===== config.mk =====
export PLATFORM = sky130hd
export DESIGN_NAME = serial_mem_loader_flat
export DESIGN_NICKNAME = d
export VERILOG_FILES = /design/src/rtl/serial_mem_loader_if.sv /design/src/rtl/serial_mem_loader.sv /design/src/flat_wrapper.sv
export SDC_FILE = /design/constraint.sdc
export NUM_CORES = 1
export LEC_CHECK = 0
export BUFFER_PORTS_ARGS = -buffer_cell sky130_fd_sc_hd__clkbuf_2
export CAP_MARGIN = 30
export CORE_MARGIN = 2
export CORE_UTILIZATION = 50
export DETAILED_ROUTE_END_ITERATION = 10
export PLACE_DENSITY = 0.76
export SYNTH_ARGS = -nofsm -noshare
export SYNTH_HDL_FRONTEND = slang
export SYNTH_SLANG_ARGS = --single-unit

===== constraint.sdc =====
create_clock -name clock -period 2.8 [get_ports clock]
set_input_delay 0.42 -clock clock [delete_from_list [all_inputs] [get_ports clock]]
set_output_delay 0.42 -clock clock [all_outputs]
set_load 0.02 [all_outputs]

===== src/rtl/serial_mem_loader_if.sv =====
// rtl/serial_mem_loader_if.sv - serial byte link and memory-port bundle for serial_mem_loader
interface serial_mem_loader_if;
    logic [7:0]  rs232in_data;
    logic        rs232in_attention;
    logic        rs232out_busy;
    logic        rs232out_w;
    logic [7:0]  rs232out_d;
    logic        mem_waitrequest;
    logic [1:0]  mem_id;
    logic [29:0] mem_address;
    logic        mem_read;
    logic        mem_write;
    logic [31:0] mem_writedata;
    logic [3:0]  mem_writedatamask;
    logic [31:0] mem_readdata;
    logic [1:0]  mem_readdataid;

    modport master (
        input  rs232in_data, rs232in_attention, rs232out_busy,
        input  mem_waitrequest, mem_readdata, mem_readdataid,
        output rs232out_w, rs232out_d,
        output mem_id, mem_address, mem_read, mem_write, mem_writedata, mem_writedatamask
    );

    modport slave (
        output rs232in_data, rs232in_attention, rs232out_busy,
        output mem_waitrequest, mem_readdata, mem_readdataid,
        input  rs232out_w, rs232out_d,
        input  mem_id, mem_address, mem_read, mem_write, mem_writedata, mem_writedatamask
    );
endinterface


===== src/rtl/serial_mem_loader.sv =====
// rtl/serial_mem_loader.sv - host byte commands to single-word memory writes/reads with serial replies
module serial_mem_loader #(
    parameter logic [1:0] ID      = 2'd3,
    parameter int         TIMEOUT = 7_500_000,
    parameter int         TW      = $clog2(TIMEOUT + 1)
) (
    input  logic                clock,
    input  logic                rst,
    serial_mem_loader_if.master bus,
    output logic                active,
    output logic                go
);

    typedef enum logic [2:0] {
        IDLE, GET_ADDR, GET_DATA, MEM_WR, MEM_RD, WAIT_RD, TX, TX_GAP
    } state_t;

    state_t        state, state_next;
    logic          cmd_write, cmd_write_next;
    logic [1:0]    byte_cnt, byte_cnt_next;
    logic [TW-1:0] tmo_cnt, tmo_cnt_next;
    logic [31:0]   addr, addr_next;
    logic [31:0]   wdata, wdata_next;
    logic [31:0]   tx_buf, tx_buf_next;
    logic [2:0]    tx_left, tx_left_next;
    logic          go_next, tx_w_next, rd_next, wr_next;
    logic [7:0]    tx_d_next;
    logic [29:0]   maddr_next;
    logic [31:0]   mwdata_next;
    logic          timed_out;

    assign bus.mem_id            = ID;
    assign bus.mem_writedatamask = 4'hF;
    assign active                = (state != IDLE);
    // Timeout outranks a byte arriving in the same cycle.
    assign timed_out             = (tmo_cnt == TW'(TIMEOUT));

    always_ff @(posedge clock) begin
        if (rst) begin
            state             <= IDLE;
            cmd_write         <= 1'b0;
            byte_cnt          <= '0;
            tmo_cnt           <= '0;
            addr              <= '0;
            wdata             <= '0;
            tx_buf            <= '0;
            tx_left           <= '0;
            go                <= 1'b0;
            bus.rs232out_w    <= 1'b0;
            bus.rs232out_d    <= '0;
            bus.mem_read      <= 1'b0;
            bus.mem_write     <= 1'b0;
            bus.mem_address   <= '0;
            bus.mem_writedata <= '0;
        end else begin
            state             <= state_next;
            cmd_write         <= cmd_write_next;
            byte_cnt          <= byte_cnt_next;
            tmo_cnt           <= tmo_cnt_next;
            addr              <= addr_next;
            wdata             <= wdata_next;
            tx_buf            <= tx_buf_next;
            tx_left           <= tx_left_next;
            go                <= go_next;
            bus.rs232out_w    <= tx_w_next;
            bus.rs232out_d    <= tx_d_next;
            bus.mem_read      <= rd_next;
            bus.mem_write     <= wr_next;
            bus.mem_address   <= maddr_next;
            bus.mem_writedata <= mwdata_next;
        end
    end

    always_comb begin
        state_next     = state;
        cmd_write_next = cmd_write;
        byte_cnt_next  = byte_cnt;
        tmo_cnt_next   = tmo_cnt;
        addr_next      = addr;
        wdata_next     = wdata;
        tx_buf_next    = tx_buf;
        tx_left_next   = tx_left;
        go_next        = 1'b0;
        tx_w_next      = 1'b0;
        tx_d_next      = bus.rs232out_d;
        rd_next        = bus.mem_read;
        wr_next        = bus.mem_write;
        maddr_next     = bus.mem_address;
        mwdata_next    = bus.mem_writedata;

        case (state)
            IDLE: begin
                byte_cnt_next = '0;
                tmo_cnt_next  = '0;
                if (bus.rs232in_attention) begin
                    case (bus.rs232in_data)
                        8'h57: begin cmd_write_next = 1'b1; state_next = GET_ADDR; end
                        8'h52: begin cmd_write_next = 1'b0; state_next = GET_ADDR; end
                        8'h47: begin
                            go_next      = 1'b1;
                            tx_buf_next  = {8'h2E, 24'h0};
                            tx_left_next = 3'd1;
                            state_next   = TX;
                        end
                        default: begin
                            tx_buf_next  = {8'h3F, 24'h0};
                            tx_left_next = 3'd1;
                            state_next   = TX;
                        end
                    endcase
                end
            end
            GET_ADDR: begin
                if (timed_out) begin
                    state_next = IDLE;
                end else if (bus.rs232in_attention) begin
                    addr_next     = {addr[23:0], bus.rs232in_data};
                    tmo_cnt_next  = '0;
                    byte_cnt_next = byte_cnt + 2'd1;
                    if (byte_cnt == 2'd3) begin
                        if (cmd_write) begin
                            state_next = GET_DATA;
                        end else begin
                            rd_next    = 1'b1;
                            maddr_next = addr_next[31:2];
                            state_next = MEM_RD;
                        end
                    end
                end else begin
                    tmo_cnt_next = tmo_cnt + 1'b1;
                end
            end
            GET_DATA: begin
                if (timed_out) begin
                    state_next = IDLE;
                end else if (bus.rs232in_attention) begin
                    wdata_next    = {wdata[23:0], bus.rs232in_data};
                    tmo_cnt_next  = '0;
                    byte_cnt_next = byte_cnt + 2'd1;
                    if (byte_cnt == 2'd3) begin
                        wr_next     = 1'b1;
                        maddr_next  = addr[31:2];
                        mwdata_next = wdata_next;
                        state_next  = MEM_WR;
                    end
                end else begin
                    tmo_cnt_next = tmo_cnt + 1'b1;
                end
            end
            MEM_WR: begin
                if (!bus.mem_waitrequest) begin
                    wr_next      = 1'b0;
                    tx_buf_next  = {8'h2E, 24'h0};
                    tx_left_next = 3'd1;
                    state_next   = TX;
                end
            end
            MEM_RD: begin
                if (!bus.mem_waitrequest) begin
                    rd_next    = 1'b0;
                    state_next = WAIT_RD;
                end
            end
            WAIT_RD: begin
                if (bus.mem_readdataid == ID) begin
                    tx_buf_next  = bus.mem_readdata;
                    tx_left_next = 3'd4;
                    state_next   = TX;
                end
            end
            TX: begin
                if (!bus.rs232out_busy) begin
                    tx_w_next    = 1'b1;
                    tx_d_next    = tx_buf[31:24];
                    tx_buf_next  = {tx_buf[23:0], 8'h00};
                    tx_left_next = tx_left - 3'd1;
                    state_next   = TX_GAP;
                end
            end
            TX_GAP: begin
                // Busy lags the strobe by a cycle, so it is not looked at here.
                state_next = (tx_left != 3'd0) ? TX : IDLE;
            end
            default: state_next = IDLE;
        endcase
    end

endmodule


===== src/flat_wrapper.sv =====
// flat-port wrapper written by rule: the top's interface ports become plain ports
module serial_mem_loader_flat 
#(
    parameter logic [1:0] ID      = 2'd3,
    parameter int         TIMEOUT = 7_500_000,
    parameter int         TW      = $clog2(TIMEOUT + 1)
)
  (clock, rst, active, go, bus_rs232in_data, bus_rs232in_attention, bus_rs232out_busy, bus_mem_waitrequest, bus_mem_readdata, bus_mem_readdataid, bus_rs232out_w, bus_rs232out_d, bus_mem_id, bus_mem_address, bus_mem_read, bus_mem_write, bus_mem_writedata, bus_mem_writedatamask);
  serial_mem_loader_if bus_i ();
  input  logic clock;
  input  logic rst;
  output logic active;
  output logic go;
  input wire logic [$bits(bus_i.rs232in_data)-1:0] bus_rs232in_data;
  input wire logic [$bits(bus_i.rs232in_attention)-1:0] bus_rs232in_attention;
  input wire logic [$bits(bus_i.rs232out_busy)-1:0] bus_rs232out_busy;
  input wire logic [$bits(bus_i.mem_waitrequest)-1:0] bus_mem_waitrequest;
  input wire logic [$bits(bus_i.mem_readdata)-1:0] bus_mem_readdata;
  input wire logic [$bits(bus_i.mem_readdataid)-1:0] bus_mem_readdataid;
  output wire logic [$bits(bus_i.rs232out_w)-1:0] bus_rs232out_w;
  output wire logic [$bits(bus_i.rs232out_d)-1:0] bus_rs232out_d;
  output wire logic [$bits(bus_i.mem_id)-1:0] bus_mem_id;
  output wire logic [$bits(bus_i.mem_address)-1:0] bus_mem_address;
  output wire logic [$bits(bus_i.mem_read)-1:0] bus_mem_read;
  output wire logic [$bits(bus_i.mem_write)-1:0] bus_mem_write;
  output wire logic [$bits(bus_i.mem_writedata)-1:0] bus_mem_writedata;
  output wire logic [$bits(bus_i.mem_writedatamask)-1:0] bus_mem_writedatamask;
  assign bus_i.rs232in_data = bus_rs232in_data;
  assign bus_i.rs232in_attention = bus_rs232in_attention;
  assign bus_i.rs232out_busy = bus_rs232out_busy;
  assign bus_i.mem_waitrequest = bus_mem_waitrequest;
  assign bus_i.mem_readdata = bus_mem_readdata;
  assign bus_i.mem_readdataid = bus_mem_readdataid;
  assign bus_rs232out_w = bus_i.rs232out_w;
  assign bus_rs232out_d = bus_i.rs232out_d;
  assign bus_mem_id = bus_i.mem_id;
  assign bus_mem_address = bus_i.mem_address;
  assign bus_mem_read = bus_i.mem_read;
  assign bus_mem_write = bus_i.mem_write;
  assign bus_mem_writedata = bus_i.mem_writedata;
  assign bus_mem_writedatamask = bus_i.mem_writedatamask;
  serial_mem_loader #(.ID(ID), .TIMEOUT(TIMEOUT), .TW(TW)) u_core (.clock(clock), .rst(rst), .bus(bus_i), .active(active), .go(go));
endmodule

== After elaboration in Yosys (flattened, before gate mapping) ==
Cells that the tools add are included.
Widths: inputs -> output; s select.

* Register bits after elaboration: 194
* Input port bits: 47
* Output and inout port bits: 81

* Add/subtract/negate cells: 3
* Equal/unequal tests: 32
* Mux-type cells: 54
* Bitwise operators: 5
* Reduce and logical (&&, ||, !) cells: 25

{| class="wikitable"
|+ Operator list
! operator !! number
|-
| $mux 30 || 7
|-
| $mux 32 || 4
|-
| $pmux 32 s4 || 1
|-
| $pmux 32 s2 || 1
|-
| $pmux 30 s2 || 1
|-
| $mux 3 || 19
|-
| $mux 23 || 2
|-
| $pmux 23 s2 || 1
|-
| $eq 8x7->1 const B || 3
|-
| $pmux 3 s8 || 1
|-
| $add 23x1->23 const B || 1
|-
| $eq 23x23->1 const B || 1
|-
| $ne 2x2->1 const B || 11
|-
| $eq 3x3->1 const B || 4
|-
| $pmux 3 s4 || 1
|-
| $reduce_and 3->1 || 4
|-
| $reduce_and 6->1 || 2
|-
| $mux 1 || 10
|-
| $reduce_bool 2->1 || 5
|-
| $reduce_and 9->1 || 1
|-
| $ne 2x1->1 const B || 4
|-
| $reduce_and 8->1 || 1
|-
| $eq 3x2->1 const B || 2
|-
| $ne 3x1->1 const B || 2
|-
| other kinds (17) || 30
|}

== Logic depth before layout (Yosys ltp) ==
Gate-level depths: netlist of the first run.

* Depth after elaboration: 5
* Gate-level depth with buffers: 10
* Gate-level depth less buffers: 7

== Least setup slack after synthesis of the first run ==
Ideal clock, no wire load.

* Path kind: register to register
* From: reg u_core.tmo_cnt[0]
* To: reg u_core.state[1]
* Library setup time: 131 ps
* Arrival time: 2420 ps
* Path slack: 249 ps
* Stages on the path, launching flop included: 10
* Buffers on the path: 2
* Cell sequence: dfxtp_1 inv_1 ha_1 or4b_1 or4_1 clkbuf_2 clkbuf_8 or2_2 a2111oi_2 nor3b_1

* Cells in the longest elaborated chain, start to end: 3

{| class="wikitable"
|+ RTL lines
! element !! RTL line !! source
|-
| start, declared || serial_mem_loader.sv:21 || <nowiki>logic [TW-1:0] tmo_cnt, tmo_cnt_next;</nowiki>
|-
| start signal, assigned || serial_mem_loader.sv:59 || <nowiki>tmo_cnt <= tmo_cnt_next;</nowiki>
|-
| $eq 23x23->1 (*) || serial_mem_loader.sv:36 || <nowiki>assign timed_out = (tmo_cnt == TW'(TIMEOUT));</nowiki>
|-
| $ne 3x1->1 (no line) (tied with other cells) || -- ||
|-
| $reduce_and 9->1 (no line) / $pmux 3 s8 (equally long branches) || -- ||
|-
| end signal, assigned || serial_mem_loader.sv:56 || <nowiki>state <= state_next;</nowiki>
|-
| end, declared || serial_mem_loader.sv:18 || <nowiki>state_t state, state_next;</nowiki>
|}

Every way passes the cells marked *; elsewhere a longest branch is shown, timed or not.
A chain may end at the register's enable or synchronous reset.

== Worst setup path in the final report of the first run ==
Same ends and word-level chain as after synthesis.

==> run metrics, run 1 <==
status=completed; metal3 WL=about 830 um; min-delay worst type=primary input to flip-flop; WS Path Type=flip-flop to flip-flop; die area=approximately 17000 um^2; CTS tree=built; vias=about 7000; Final min period=2670 ps; n_diodes=0; area delta synth->final=16.8%; Slew headroom=53.6%; vias in the first global route=6323; Lkg Pwr=3.72 nW; Post-synth ARST share=0%; layout cells sized above 1=17.8%; initial antenna violation count=0; Row Count=46; TritonRoute pass-1 iters=5; root buffer cell=clkbuf_16; routability congestion estimate from global placement=between 0.8 and 0.9; Nets=around 1100; actual slew at the worst max-slew pin=around 690 ps; CTS Buf Count=17; sequential area share after synthesis=a little under half; crit start category=flip-flop; Peak VDD IR=between 500 and 600 uV; Final WS setup=between 100 and 150 ps; synth warn=0; worst path arrival time=around 3000 ps; htree depth=4; hold slack=around 300 ps; largest net degree at the start of global routing=81; die height=132 um; fin crit share=between 90% and 100%; drt via density=5.48; Syn Area/Cell=around 8.5 um^2; Worst setup EP type=flip-flop; WL met1=just under 9 mm; core area=between 15000 and 20000 um^2; clock skew=9.52 ps; setup repair bufs after CTS=0; synthesis-stage register bit count=194; Final Setup Violations=0; drt wl/cell=14.7 um; Post-Synthesis Cells=around 960; total negative slack=0 ps; placed cell area=between 8000 and 9000 um^2; maxcap violations=0; Port Buffer Count=121; DR iter-0 viols=534; total gr overflow=0; RSZ-0062 raised after global routing=no; drt drc=0; Clock Latency Late Sink=around 430 ps; Cell variety after synth=61; Antenna Nets Post-Route=0; Initial Util=about 50%; first-pass GRT wire length=approximately 31 mm; top routing layer in use=met4; clock sinks=approximately 190; top-level port count=approximately 130; max-slew violations=0; largest fanout on the critical path=6; clk buf depth=2; worst path required time=about 3100 ps; total track usage=between 20% and 30%; Clk pin slew, worst setup/hold paths=70 ps; Post-synth EDFFs=0; PD cells=790 nW/um^2; highest clock rate=375 MHz; DP Wirelength=roughly 12 mm; DRT Wirelength=18.8 mm; met2 wire length=between 8 and 9 mm; synthesized cell area=a little over 8000 um^2; fin area=around 9500 um^2; pre-CTS WS=about 45 ps; Total Power=roughly 7.5 mW; die extent in x=about 130 um; ys flop type=dfxtp_1; Hold Violations, Final=0
==> worst max-delay path, stage by stage (launching register included) <==
cell and delay, ps:
dfxtp_1 340, inv_1 90, ha_1 150, or4b_1 430
or4_4 580, buf_4 190, or2_2 350, a2111oi_2 320
nor3b_1 90
==> timing repair <==
item | CTS | global route
endpoints found under the setup margin | 0 | 9
hold buffers | 0 | 0
gates resized for setup | 0 | 1
==> stage by stage <==
stage / std cells / util [%]
2_1_floorplan: 968 / -
3_3_place_gp: 1247 / 55.8
3_5_place_dp: 1248 / 55.9
4_1_cts: 1280 / 59.7
5_1_grt: 1280 / 59.8
6_report: 1280 / 59.8
==> layout make-up <==
type	instances	area, um^2
clock buffer	21	470
tap	216	270
multi-input combinational	682	3840
sequential	194	3880
inverter	11	41.3
timing repair buffer	145	880
clock inverter	11	143
fill	1466	6420
==> synth_stat cells, types with 5 or more instances <==
cell,n,share of area (%)
a211oi_1,24,2.2
a21oi_1,80,4.9
a22oi_1,20,1.8
a311oi_1,32,3.4
and3_1,13,1.0
buf_2,9,0.55
buf_4,6,0.55
clkbuf_1,55,2.5
clkbuf_8,6,1.0
dfxtp_1,194,48
ha_1,5,0.77
inv_1,11,0.51
mux2i_1,41,5.0
nand2_1,176,8.1
nand3_1,14,0.86
nand4_1,6,0.46
nor2_1,125,5.8
nor3_1,5,0.31
o211ai_1,5,0.46
o21ai_0,38,2.3
o22ai_1,7,0.54
or3_1,5,0.38
xor2_1,15,1.6
==> layout by cell type, fill, tap and decap left out, drive strengths merged, types with 5 or more instances in the layout <==
cell type | synthesis | final
a211oi | 24 | 24
a21oi | 80 | 80
a22oi | 20 | 20
a311oi | 32 | 32
and3 | 13 | 13
buf | 19 | 25
clkbuf | 62 | 141
conb | 1 | 6
dfxtp | 194 | 194
ha | 5 | 5
inv | 11 | 16
mux2i | 41 | 41
nand2 | 177 | 177
nand3 | 14 | 14
nand4 | 6 | 6
nor2 | 125 | 125
nor3 | 5 | 5
o211ai | 6 | 6
o21ai | 40 | 40
o22ai | 7 | 7
or3 | 5 | 5
xor2 | 15 | 15
==> registers in the layout, indices dropped and copies added, names as in the netlist <==
name                      flops
u_core.bus.rs232out_w         1
u_core.go                     1
u_core.wdata                 24
u_core.addr                  32
u_core.bus.mem_address       30
u_core.tx_left                3
u_core.byte_cnt               2
u_core.bus.mem_write          1
u_core.tmo_cnt               23
u_core.state                  3
u_core.tx_buf                32
u_core.bus.rs232out_d         8
u_core.bus.mem_read           1
u_core.cmd_write              1
u_core.bus.mem_writedata     32
==> power breakdown <==
part,leakage (nW),internal [mW],switching (mW)
sequential,1.57,2.99,0.174
combinational,1.85,0.687,1.19
clock,0.299,1.41,1.07
==> final timing paths <==
check / to / start / cells after the start / slack, ps
worst min-delay path: u_core.tx_buf[26] / bus_mem_readdata[26] / 3 / 300
worst min register to register: u_core.bus.mem_writedata[26] / u_core.bus.mem_writedata[26] / 2 / 450
worst max register to register: u_core.state[1] / u_core.tmo_cnt[0] / 8 / 130
worst max-delay path: u_core.state[1] / u_core.tmo_cnt[0] / 8 / 130
==> per-layer routing <==
metal	vias up	GRT usage [%]
li1	3534	-
met1	3301	28.8
met2	164	34.8
met3	20	4.40
met4	0	7.13
met5	-	0
==> logic make-up after synthesis <==
group / after synthesis / synth area share, %
DFF: 194 / 47.6
other: 1 / 0.0460
buffers and inverters: 92 / 5.77
and+or+nand+nor: 377 / 19.9
adders and majority gates: 5 / 0.767
muxes: 41 / 5.03
AOI/OAI and AO/OA: 234 / 18.8
xor gates and xnor gates: 19 / 2.04
(Power assumes the default switching activity.)
==> inputs of run 2 (changes only) <==
Settings changed: CORE_UTILIZATION 50 to 53, PLACE_DENSITY 0.76 to default, PLACE_DENSITY_LB_ADDON from default to 0.2.
==> run metrics, run 2 (same netlist as run 1, synthesis figures left out) <==
status=completed; sequential cell area=3880 um^2 (unchanged); area delta synth->final=16.2%; RSZ-0062 raised after global routing=no; area of the multi-input gates=3850 um^2 (+0.33%); Antenna Nets Post-Route=0 (unchanged); max-slew violations=0 (unchanged); Port Buffer Count=121 (unchanged); CTS tree=built; most frequent cells in the layout=dfxtp_1, nand2_1, nor2_1; Lkg Pwr=3.70 nW (-0.36%); htree depth=4 (unchanged); DP Wirelength=12.0 mm (-2.8%); Nets=1106 (+0.27%); largest fanout on the critical path=8 (+2); Initial Util=53.9% (+2.7 points); WS Path Type=flip-flop to flip-flop; layout cells sized above 1=17.6% (-0.14 points); die height=128 um (-2.8%); die extent in x=128 um (-2.8%); Row Count=45 (-2.2%); die area=16400 um^2 (-5.5%); CTS Buf Count=17 (unchanged); drt drc=0 (unchanged); Top Registers=u_core.addr: 32 flops, u_core.bus.mem_writedata: 32 flops, u_core.tx_buf: 32 flops; largest net degree at the start of global routing=78 (-3.7%); clk buf depth=2 (unchanged); Peak VDD IR=523 uV (+2.6%); first-pass GRT wire length=30.9 mm (-0.76%); Non-Filler Instances=1255 (-2.0%); fin crit share=95.7% (+0.44 points); DRT Wirelength=18.9 mm (+0.47%); crit start category=flip-flop; min-delay worst type=primary input to flip-flop; initial antenna violation count=0 (unchanged); worst path arrival time=2960 ps (about the same); Worst setup EP type=flip-flop; clock skew=6.66 ps (-2.86 ps); vias in the first global route=6380 (+0.90%); TritonRoute pass-1 iters=5 (unchanged); total gr overflow=0 (unchanged); highest clock rate=373 MHz (-0.46%); actual slew at the worst max-slew pin=731 ps (+36.7 ps); # placed instances=1218 (-2.4%); PD cells=772 nW/um^2 (-2.4%); n_diodes=0 (unchanged); total negative slack=0 ps (unchanged); Slew headroom=51.2% (-2.3 points); Final Setup Violations=0 (unchanged); clock sinks=194 (unchanged); vias=6961 (-0.83%); core area=15100 um^2 (-5.0%); Hold Violations, Final=0 (unchanged); routability congestion estimate from global placement=0.798 (-6.6%); Filler Cell Count=1367 (-6.8%); root buffer cell=clkbuf_16; Post-CTS Hold Fix Bufs=0 (unchanged); total track usage=23.1% (+1.6 points); maxcap violations=0 (unchanged); DR iter-0 viols=608 (+14%); Clock Latency Late Sink=430 ps (about the same); top-level port count=128 (unchanged); most common cell after layout, fill and taps aside=dfxtp_1; Clk pin slew, worst setup/hold paths=70 ps (about the same); drt wl/cell=15.1 um (+2.5%); worst path required time=3080 ps (about the same); Final min period=2680 ps (+12.3 ps); drt via density=5.55 (+1.1%)
[run 2: metal layers]
layer  up-vias  routed length, um  GRT usage, %
met2       156               8850          37.7
met4         0                230          5.69
met5         -                  0             0
met1      3249               8950          31.4
met3        16                908          5.30
li1       3540                  -             -
[run 2: critical path: stages (launching register included)]
cell       delay [ps]
dfxtp_1           330
inv_1              90
ha_1              140
or4b_1            430
or4_4             550
buf_6             160
o2111ai_4         330
buf_12            200
mux2i_4           240
nor2_1             70
[run 2: timing repair]
action                                  CTS  global route
setup buffers                             0             1
endpoints found under the setup margin    0             9
resized for setup                         0             4
[run 2: report_power, final]
group,switching (mW),internal [mW]
clock network,1.01,1.30
logic,1.19,0.662
registers,0.161,2.99
total,2.36,4.95
[run 2: stage by stage]
stage               total power, mW  setup slack (ps)  utilization, %  instance area, um^2  hold WS [ps]
floorplan                      4.60               249               -                 8180           429
global placement               4.98               193            58.2                 8810           442
global route                   7.72             0.331            62.6                 9480           296
detailed placement             5.01               146            58.2                 8820           446
CTS                            7.30              89.7            61.9                 9380           289
finish                         7.31               120            62.6                 9480           297
[run 2: final timing paths]
check | from | endpoint | slack, ps | depth (start not counted)
max | u_core.tmo_cnt[0] | u_core.addr[7] | 120 | 9
min | bus_rs232in_data[6] | u_core.bus.mem_writedata[6] | 300 | 3
max reg2reg | u_core.tmo_cnt[0] | u_core.addr[7] | 120 | 9
min reg2reg | u_core.tx_buf[27] | u_core.bus.rs232out_d[3] | 450 | 2
[run 2: area by class of cell]
type,instances,share of cell area [%]
clock buffers,25,5.12
multi-input cells,682,40.6
clock inverters,7,0.792
flip-flops and latches,194,41.0
well taps,188,2.48
inverters,11,0.436
repair buffers,148,9.55
==> inputs of run 3 (changes only) <==
Settings changed: BUFFER_PORTS_ARGS -buffer_cell sky130_fd_sc_hd__clkbuf_2 to default, DONT_BUFFER_PORTS from default to 1.
==> run metrics, run 3 (same netlist as run 1, synthesis figures left out) <==
pre-CTS WS=127 ps (-19.8 ps); Hold Violations, Final=0 (unchanged); Initial Util=53.9% (unchanged); CTS tree=built; worst path required time=3150 ps (+70 ps); actual slew at the worst max-slew pin=714 ps (-17.0 ps); Clock Latency Late Sink=430 ps (about the same); Final WS setup=206 ps (+86.1 ps); Buffers & Inverters on Critical Path=1 (-2); largest delay contributor family on the critical path=simple AND/OR/NAND/NOR gates; Final min period=2590 ps (-86.1 ps); Peak VDD IR=465 uV (-11%); initial antenna violation count=0 (unchanged); RSZ-0062 raised after global routing=no; Final Setup Violations=0 (unchanged); slowest CP cell=or4_4; root buffer cell=clkbuf_16; Row Count=45 (unchanged); Slew headroom=51.9% (+0.70 points); crit start category=flip-flop; area of the multi-input gates=3840 um^2 (-0.32%); TritonRoute pass-1 iters=7 (+2); Post-CTS Resized=0 (unchanged); Port Buffer Count=0 (-100%); DRT Wirelength=18.3 mm (-3.2%); drt drc=0 (unchanged); hold slack=58.8 ps (-239 ps); layout cells sized above 1=6.91% (-11 points); most common cell after layout, fill and taps aside=dfxtp_1; first-pass GRT wire length=30.3 mm (-2.0%); CP most frequent cell=or4b_1; clock sinks=194 (unchanged); CTS Buf Count=17 (unchanged); clk buf depth=2 (unchanged); clock skew=11.5 ps (+4.81 ps); total track usage=22.8% (-0.38 points); fin crit share=92.7% (-3.1 points); status=completed; die height=128 um (unchanged); min-delay worst type=primary input to flip-flop; sequential cell area=3880 um^2 (unchanged); worst path cell trace=inv_1 -> ha_1 -> or4b_1 -> or4_4 -> o211a_1 -> or4b_1 -> a21oi_1; max-slew violations=0 (unchanged); n_diodes=0 (unchanged); Nets=980 (-11%); Critical Path Max Stage Delay=590 ps (+40 ps); core area=15100 um^2 (unchanged); Antenna Nets Post-Route=0 (unchanged); DP Wirelength=11.6 mm (-3.1%); maxcap violations=0 (unchanged); Clk pin slew, worst setup/hold paths=70 ps (about the same); die area=16400 um^2 (unchanged); Lkg Pwr=3.14 nW (-15%); drt wl/cell=16.2 um (+7.5%); vias=6413 (-7.9%); vias in the first global route=5914 (-7.3%); largest net degree at the start of global routing=175 (+120%); DR iter-0 viols=533 (-12%); Post-CTS Hold Fix Bufs=0 (unchanged); largest fanout on the critical path=6 (-2); area delta synth->final=8.18%; highest clock rate=385 MHz (+3.3%); routability congestion estimate from global placement=0.795 (-0.33%); drt via density=5.68 (+2.4%); WS Path Type=flip-flop to flip-flop; setup repair bufs after CTS=0 (unchanged); PD cells=837 nW/um^2 (+8.5%); total gr overflow=0 (unchanged); worst path arrival time=2950 ps (about the same); total negative slack=0 ps (unchanged); die extent in x=128 um (unchanged); top-level port count=128 (unchanged); most frequent cells in the layout=dfxtp_1, nand2_1, nor2_1; Filler Cell Count=1401 (+2.5%); Top Registers=u_core.addr: 32 flops, u_core.bus.mem_writedata: 32 flops, u_core.tx_buf: 32 flops; Worst setup EP type=flip-flop; htree depth=4 (unchanged)
[run 3: area by class of cell]
cell class | instances | area share, %
sequential | 194 | 44.0
multi-input combinational | 682 | 43.5
clock buffer | 19 | 4.91
tap | 188 | 2.67
timing repair buffer | 22 | 2.48
clock inverter | 13 | 1.96
inverter | 11 | 0.468
[run 3: metrics by stage]
step	instance area (um^2)	util, %	total power [mW]	cells
detailed placement	8210	54.2	4.93	1097
floorplan	8180	-	4.60	968
CTS	8820	58.2	7.44	1129
finish	8820	58.3	7.39	1129
global placement	8200	54.2	4.91	1096
global route	8820	58.3	7.76	1129
[run 3: worst reg2reg max path: cells and delay by family (launching register included)]
family | cells | cell delay (ps)
simple gates | 3 | 1530
buf+inv | 1 | 90
fa+ha+maj | 1 | 150
flops | 1 | 330
compound gates | 2 | 420
[run 3: per-layer routing]
layer / GRT usage [%] / share of wire, % / up-vias
met2: 35.8 / 46 / 155
met1: 31.6 / 47 / 2954
li1: - / - / 3290
met5: 0 / 0 / -
met3: 5.43 / 6.0 / 14
met4: 6.01 / 1.1 / 0
[run 3: worst paths after layout]
check                    start                  endpoint  slack, ps  cells past startpoint
max          u_core.tmo_cnt[0]           u_core.state[0]        210                      7
min reg2reg  u_core.tx_buf[31]  u_core.bus.rs232out_d[7]        460                      2
min                        rst  u_core.bus.rs232out_d[7]         60                      1
max reg2reg  u_core.tmo_cnt[0]           u_core.state[0]        210                      7
[run 3: power by group]
group	internal (mW)	switching (mW)	leakage, nW
Combinational	0.618	1.09	1.29
Clock	1.42	1.09	0.287
Sequential	2.99	0.183	1.57
